`src/rtl/farm_sensor_conditioner.sv`:
```
// farm_sensor_conditioner
//   Front end for the highway/farm traffic light controller. It synchronises
//   and debounces the farm-road loop sensor, keeps a count of queued farm
//   cars, retires one car every PASS_CYC farm-green cycles, and drives the
//   controller's car request `c`. Because the controller has no timers, `c`
//   is held off until the highway has been green for MIN_HW cycles, and it
//   is forced low once the farm has been green for MAX_FARM cycles.
//
// Ports
//   clk           : sole clock, rising edge
//   rst_n         : synchronous reset, active HIGH despite the name
//   sensor_raw    : asynchronous loop-detector level, 1 = vehicle present
//   light_farm    : controller feedback, one-hot RED=100 YELLOW=010 GREEN=001
//   light_highway : same encoding as light_farm
//   c             : registered car request
//   car_count     : queued-car count
//   q_sat         : sticky, set when an arrival is dropped at full count
module farm_sensor_conditioner #(
    parameter int DEB_CYC  = 4,
    parameter int PASS_CYC = 8,
    parameter int MIN_HW   = 16,
    parameter int MAX_FARM = 64,
    parameter int CNT_W    = 4
) (
    input  logic             clk,
    input  logic             rst_n,
    input  logic             sensor_raw,
    input  logic [2:0]       light_farm,
    input  logic [2:0]       light_highway,
    output logic             c,
    output logic [CNT_W-1:0] car_count,
    output logic             q_sat
);

    localparam int DEB_W  = $clog2(DEB_CYC);
    localparam int PASS_W = $clog2(PASS_CYC + 1);
    localparam int HW_W   = $clog2(MIN_HW + 1);
    localparam int FARM_W = $clog2(MAX_FARM + 1);

    localparam logic [DEB_W-1:0]  DEB_LAST  = DEB_W'(DEB_CYC - 1);
    localparam logic [PASS_W-1:0] PASS_LAST = PASS_W'(PASS_CYC - 1);
    localparam logic [HW_W-1:0]   HW_MAX    = HW_W'(MIN_HW);
    localparam logic [FARM_W-1:0] FARM_MAX  = FARM_W'(MAX_FARM);

    localparam logic [2:0] GREEN = 3'b001;

    function automatic logic is_onehot(input logic [2:0] v);
        return (v == 3'b001) || (v == 3'b010) || (v == 3'b100);
    endfunction

    logic              s1_q, s1_d, s2_q, s2_d;
    logic              deb_level_q, deb_level_d;
    logic              deb_prev_q, deb_prev_d;
    logic [DEB_W-1:0]  deb_cnt_q, deb_cnt_d;
    logic [CNT_W-1:0]  car_count_q, car_count_d;
    logic [PASS_W-1:0] pass_cnt_q, pass_cnt_d;
    logic [HW_W-1:0]   hw_cnt_q, hw_cnt_d;
    logic [FARM_W-1:0] farm_cnt_q, farm_cnt_d;
    logic              c_q, c_d;
    logic              q_sat_q, q_sat_d;

    logic lights_ok, farm_grn, hw_grn, arr, dep, gate;

    // Any malformed feedback (not one-hot, or both green) is treated as
    // "neither green": no departures, timers clear, request gate open.
    assign lights_ok = is_onehot(light_farm) && is_onehot(light_highway) &&
                       !((light_farm == GREEN) && (light_highway == GREEN));
    assign farm_grn  = lights_ok && (light_farm == GREEN);
    assign hw_grn    = lights_ok && (light_highway == GREEN);

    // Arrival fires in the cycle right after the debounced level rises,
    // so the count updates one edge after deb_level.
    assign arr = deb_level_q && !deb_prev_q;

    always_comb begin
        s1_d        = sensor_raw;
        s2_d        = s1_q;
        deb_level_d = deb_level_q;
        deb_prev_d  = deb_level_q;
        deb_cnt_d   = '0;
        pass_cnt_d  = '0;
        dep         = 1'b0;
        car_count_d = car_count_q;
        q_sat_d     = q_sat_q;
        hw_cnt_d    = '0;
        farm_cnt_d  = '0;
        gate        = 1'b1;

        // Debounce: a new level must persist DEB_CYC synchronised cycles.
        if (s2_q != deb_level_q) begin
            if (deb_cnt_q == DEB_LAST) begin
                deb_level_d = s2_q;
            end else begin
                deb_cnt_d = deb_cnt_q + 1'b1;
            end
        end

        // Departure timer only runs while there is someone to retire.
        if (farm_grn && (car_count_q != '0)) begin
            if (pass_cnt_q == PASS_LAST) begin
                dep = 1'b1;
            end else begin
                pass_cnt_d = pass_cnt_q + 1'b1;
            end
        end

        // Simultaneous arrival and departure cancel out.
        if (arr && !dep) begin
            if (&car_count_q) begin
                q_sat_d = 1'b1;
            end else begin
                car_count_d = car_count_q + 1'b1;
            end
        end else if (dep && !arr) begin
            car_count_d = car_count_q - 1'b1;
        end

        if (hw_grn) begin
            hw_cnt_d = (hw_cnt_q == HW_MAX) ? hw_cnt_q : hw_cnt_q + 1'b1;
        end
        if (farm_grn) begin
            farm_cnt_d = (farm_cnt_q == FARM_MAX) ? farm_cnt_q : farm_cnt_q + 1'b1;
        end

        if (hw_grn) begin
            gate = (hw_cnt_q >= HW_MAX);
        end else if (farm_grn) begin
            gate = (farm_cnt_q < FARM_MAX);
        end

        c_d = (car_count_d != '0) && gate;
    end

    always_ff @(posedge clk) begin
        if (rst_n) begin
            s1_q        <= 1'b0;
            s2_q        <= 1'b0;
            deb_level_q <= 1'b0;
            deb_prev_q  <= 1'b0;
            deb_cnt_q   <= '0;
            car_count_q <= '0;
            pass_cnt_q  <= '0;
            hw_cnt_q    <= '0;
            farm_cnt_q  <= '0;
            c_q         <= 1'b0;
            q_sat_q     <= 1'b0;
        end else begin
            s1_q        <= s1_d;
            s2_q        <= s2_d;
            deb_level_q <= deb_level_d;
            deb_prev_q  <= deb_prev_d;
            deb_cnt_q   <= deb_cnt_d;
            car_count_q <= car_count_d;
            pass_cnt_q  <= pass_cnt_d;
            hw_cnt_q    <= hw_cnt_d;
            farm_cnt_q  <= farm_cnt_d;
            c_q         <= c_d;
            q_sat_q     <= q_sat_d;
        end
    end

    assign c         = c_q;
    assign car_count = car_count_q;
    assign q_sat     = q_sat_q;

endmodule

```
`config.mk`:
```
export PLATFORM = sky130hd
export DESIGN_NAME = farm_sensor_conditioner
export DESIGN_NICKNAME = d
export VERILOG_FILES = /design/src/rtl/farm_sensor_conditioner.sv
export SDC_FILE = /design/constraint.sdc
export NUM_CORES = 1
export LEC_CHECK = 0
export CAP_MARGIN = 20
export CORE_MARGIN = 4
export CORE_UTILIZATION = 61
export DETAILED_ROUTE_END_ITERATION = 10
export DONT_BUFFER_PORTS = 1
export PLACE_DENSITY = 0.76
export SLEW_MARGIN = 10
export SYNTH_ARGS = -nofsm -noshare
export SYNTH_HDL_FRONTEND = slang
export SYNTH_SLANG_ARGS = --single-unit
```
`constraint.sdc`:
```
create_clock -name clk -period 2.66 [get_ports clk]
set_input_delay 0.399 -clock clk [delete_from_list [all_inputs] [get_ports clk]]
set_output_delay 0.399 -clock clk [all_outputs]
set_load 0.02 [all_outputs]
```
==> summary.txt <==
Synth
  • Seq/Total Area, Yosys: 40.99%
  • Syn. warnings: 0
  • FFs w/ async S/R, synth: 0%
  • Area share of the largest cell type after synthesis: 40.99%
  • Synth cell types: 38
  • Syn_nets: 168
  • Post-Syn Instances: 151
  • Most common flop cell mapped by yosys: dfxtp_1
  • Synth area leaders: dfxtp_1, nor2_1, ha_1
  • Post-synth EDFFs: 0
  • Mapped Area: 1368 um2
  • Post-synth top area cell: dfxtp_1
  • Avg Cell Area, Syn: 9.057 um2
  • Top-count cell post-synth: dfxtp_1
  • Synth Register Bits: 28
  • Synth cell count leaders: dfxtp_1, nor2_1, xnor2_1, inv_1

Finish
  • Fillers: 181
  • # diodes: 0
  • Layout cells sized above 1: 8.442%
  • Register area: 560.5 um2
  • Multi-input logic area: 758.2 um2
  • Nets: 173
  • Final core utilization: 69.73%
  • Syn-to-layout area delta: 4.117%

STA
  • Final slew viol count: 0
  • Crit share post-route: 80.82%
  • RSZ-0062 raised after global routing: false
  • Final setup fails: 0
  • Tmin final: 2.150 ns
  • Actual slew at the worst max-slew pin: 0.4731 ns
  • Hold Worst Slack: 0.1182 ns
  • Layout Skew: 0.002335 ns
  • Fmax: 465.2 MHz
  • Setup TNS: 0 ns
  • Hold Violations, Final: 0
  • Final WS setup: 0.5103 ns
  • Slew headroom: 68.22%

Placed design
  • Post-DP HPWL: 1891 um
  • IO Port Bufs: 0
  • Post-Place Worst Slack: 0.5457 ns
  • GP Congestion: 0.8129

Global route
  • Remaining Overflow, GRT: 0
  • Initial antenna violation count: 0
  • Vias in the first global route: 991
  • Largest net degree at the start of global routing: 15
  • Tot GR Track Use: 16.99%
  • First-pass GRT wire length: 4243 um

Clock tree
  • Htree depth: 1
  • Clock transition at the registers of the reported paths: 0.13 ns
  • Post-CTS sizing: 0
  • Inserted Clock Buffers: 3
  • TritonCTS clock tree: done
  • Clk_lat worst skew: 0.32 ns
  • CTS root buffer: clkbuf_4
  • Post-CTS Setup Bufs: 0
  • # hold bufs at CTS: 0
  • Num Clock Sinks: 28
  • CTS max path bufs: 2

Pwr
  • Total power: 650.5 uW
  • P_leak: 0.0005174 uW
  • Max VDD drop: 0.3451 mV
  • Power per standard cell area: 456.9 nW/um2

Worst setup path
  • Worst-path maximum fanout: 12
  • Worst EP required: 2.91 ns
  • CP arrival: 2.40 ns
  • Worst Setup Path Type: reg2reg
  • Critical path's top delay family: simple AND/OR/NAND/NOR gates
  • CP peak stage delay: 0.54 ns
  • CP Capture Type: register
  • CP cell instances: inv_1 -> ha_1 -> or3b_4 -> nand4_2 -> nor4b_1 -> or4_4 -> a311oi_2
  • Startpoint types: register
  • Slowest-stage cell, CP: or4_4
  • Worst path bufs/invs: 1

Floorplan
  • Area of the core: 2042 um2
  • Width of the die: 55.35 um
  • Starting density of the core: 66.97%
  • Ports: 15
  • Row count: 16
  • Die area: 3064 um2
  • Die height: 55.35 um

Detailed routing
  • WL final: 2392 um
  • ANT nets after route: 0
  • First-pass detailed-route iteration total: 4
  • Drt via density: 5.558
  • Via count: 1006
  • DRC errors left: 0
  • DR WL/cell: 13.22 um
  • DRC violation total after the first TritonRoute iteration: 33

Run status
  • Status: finished clean

Run
  • Max Cap Viol: 0

Worst hold path
  • Hold Crit Class: in2reg
-- final cells by class --
class                      count  area share [%]
multi-input combinational    112           53.25
sequential                    28           39.37
inverter                       9           2.373
tap                           27           2.373
clock buffer                   3           1.582
timing repair buffer           2           1.054
-- sequential cells by signal, indices dropped and copies added (netlist names) --
register	flops
c	1
s2_q	1
s1_q	1
deb_level_q	1
farm_cnt_q	7
pass_cnt_q	4
hw_cnt_q	5
deb_prev_q	1
deb_cnt_q	2
car_count	4
q_sat	1
-- path summary, 6_finish.rpt --
| path | slack [ns] | end | startpoint | depth (start not counted) |
|---|---|---|---|---|
| worst min-delay path | 0.12 | c | rst_n | 1 |
| worst max register to register | 0.51 | c | car_count[1] | 7 |
| worst max-delay path | 0.51 | c | car_count[1] | 7 |
| worst min register to register | 0.43 | deb_cnt_q[0] | deb_cnt_q[0] | 1 |
-- report_power, final --
group          internal, uW  switching (uW)
Clock                  53.2             115
Combinational          25.5            26.9
Sequential              425            4.20
Total                   504             147
-- cell families (layout without fill, tap and decap cells) --
logic type / Yosys count / in the layout / synth area share (%)
flip-flops: 28 / 28 / 40.99
buffers and inverters: 11 / 14 / 3.568
adder cells (fa/ha/maj): 8 / 8 / 7.320
XOR/XNOR: 17 / 17 / 10.89
AND/OR/NAND/NOR: 74 / 74 / 29.92
AO/OA/AOI/OAI: 10 / 10 / 5.032
multiplexers: 3 / 3 / 2.287
-- metal layers --
layer	global-route usage [%]	wire, um	vias to the layer above
li1	-	-	517
met1	20.83	1088	463
met2	28.72	1130	21
met3	3.497	134	5
met4	6.944	38	0
met5	0	0	-
-- placed cells by master (no fill, tap or decap), types with 4 or more instances in the layout --
master and n:
dfxtp_1 28, nor2_1 27, xnor2_1 10, inv_1 9, nand2_1 8, nand3_1 8, ha_1 8, xor2_1 7
nor2b_1 4, nor3_1 4
-- per-stage QoR --
step                cells  area, um2
finish                181       1424
global route          181       1424
detailed placement    178       1401
CTS                   181       1424
global placement      178       1401
floorplan             151       1368
(Power assumes the default switching activity.)
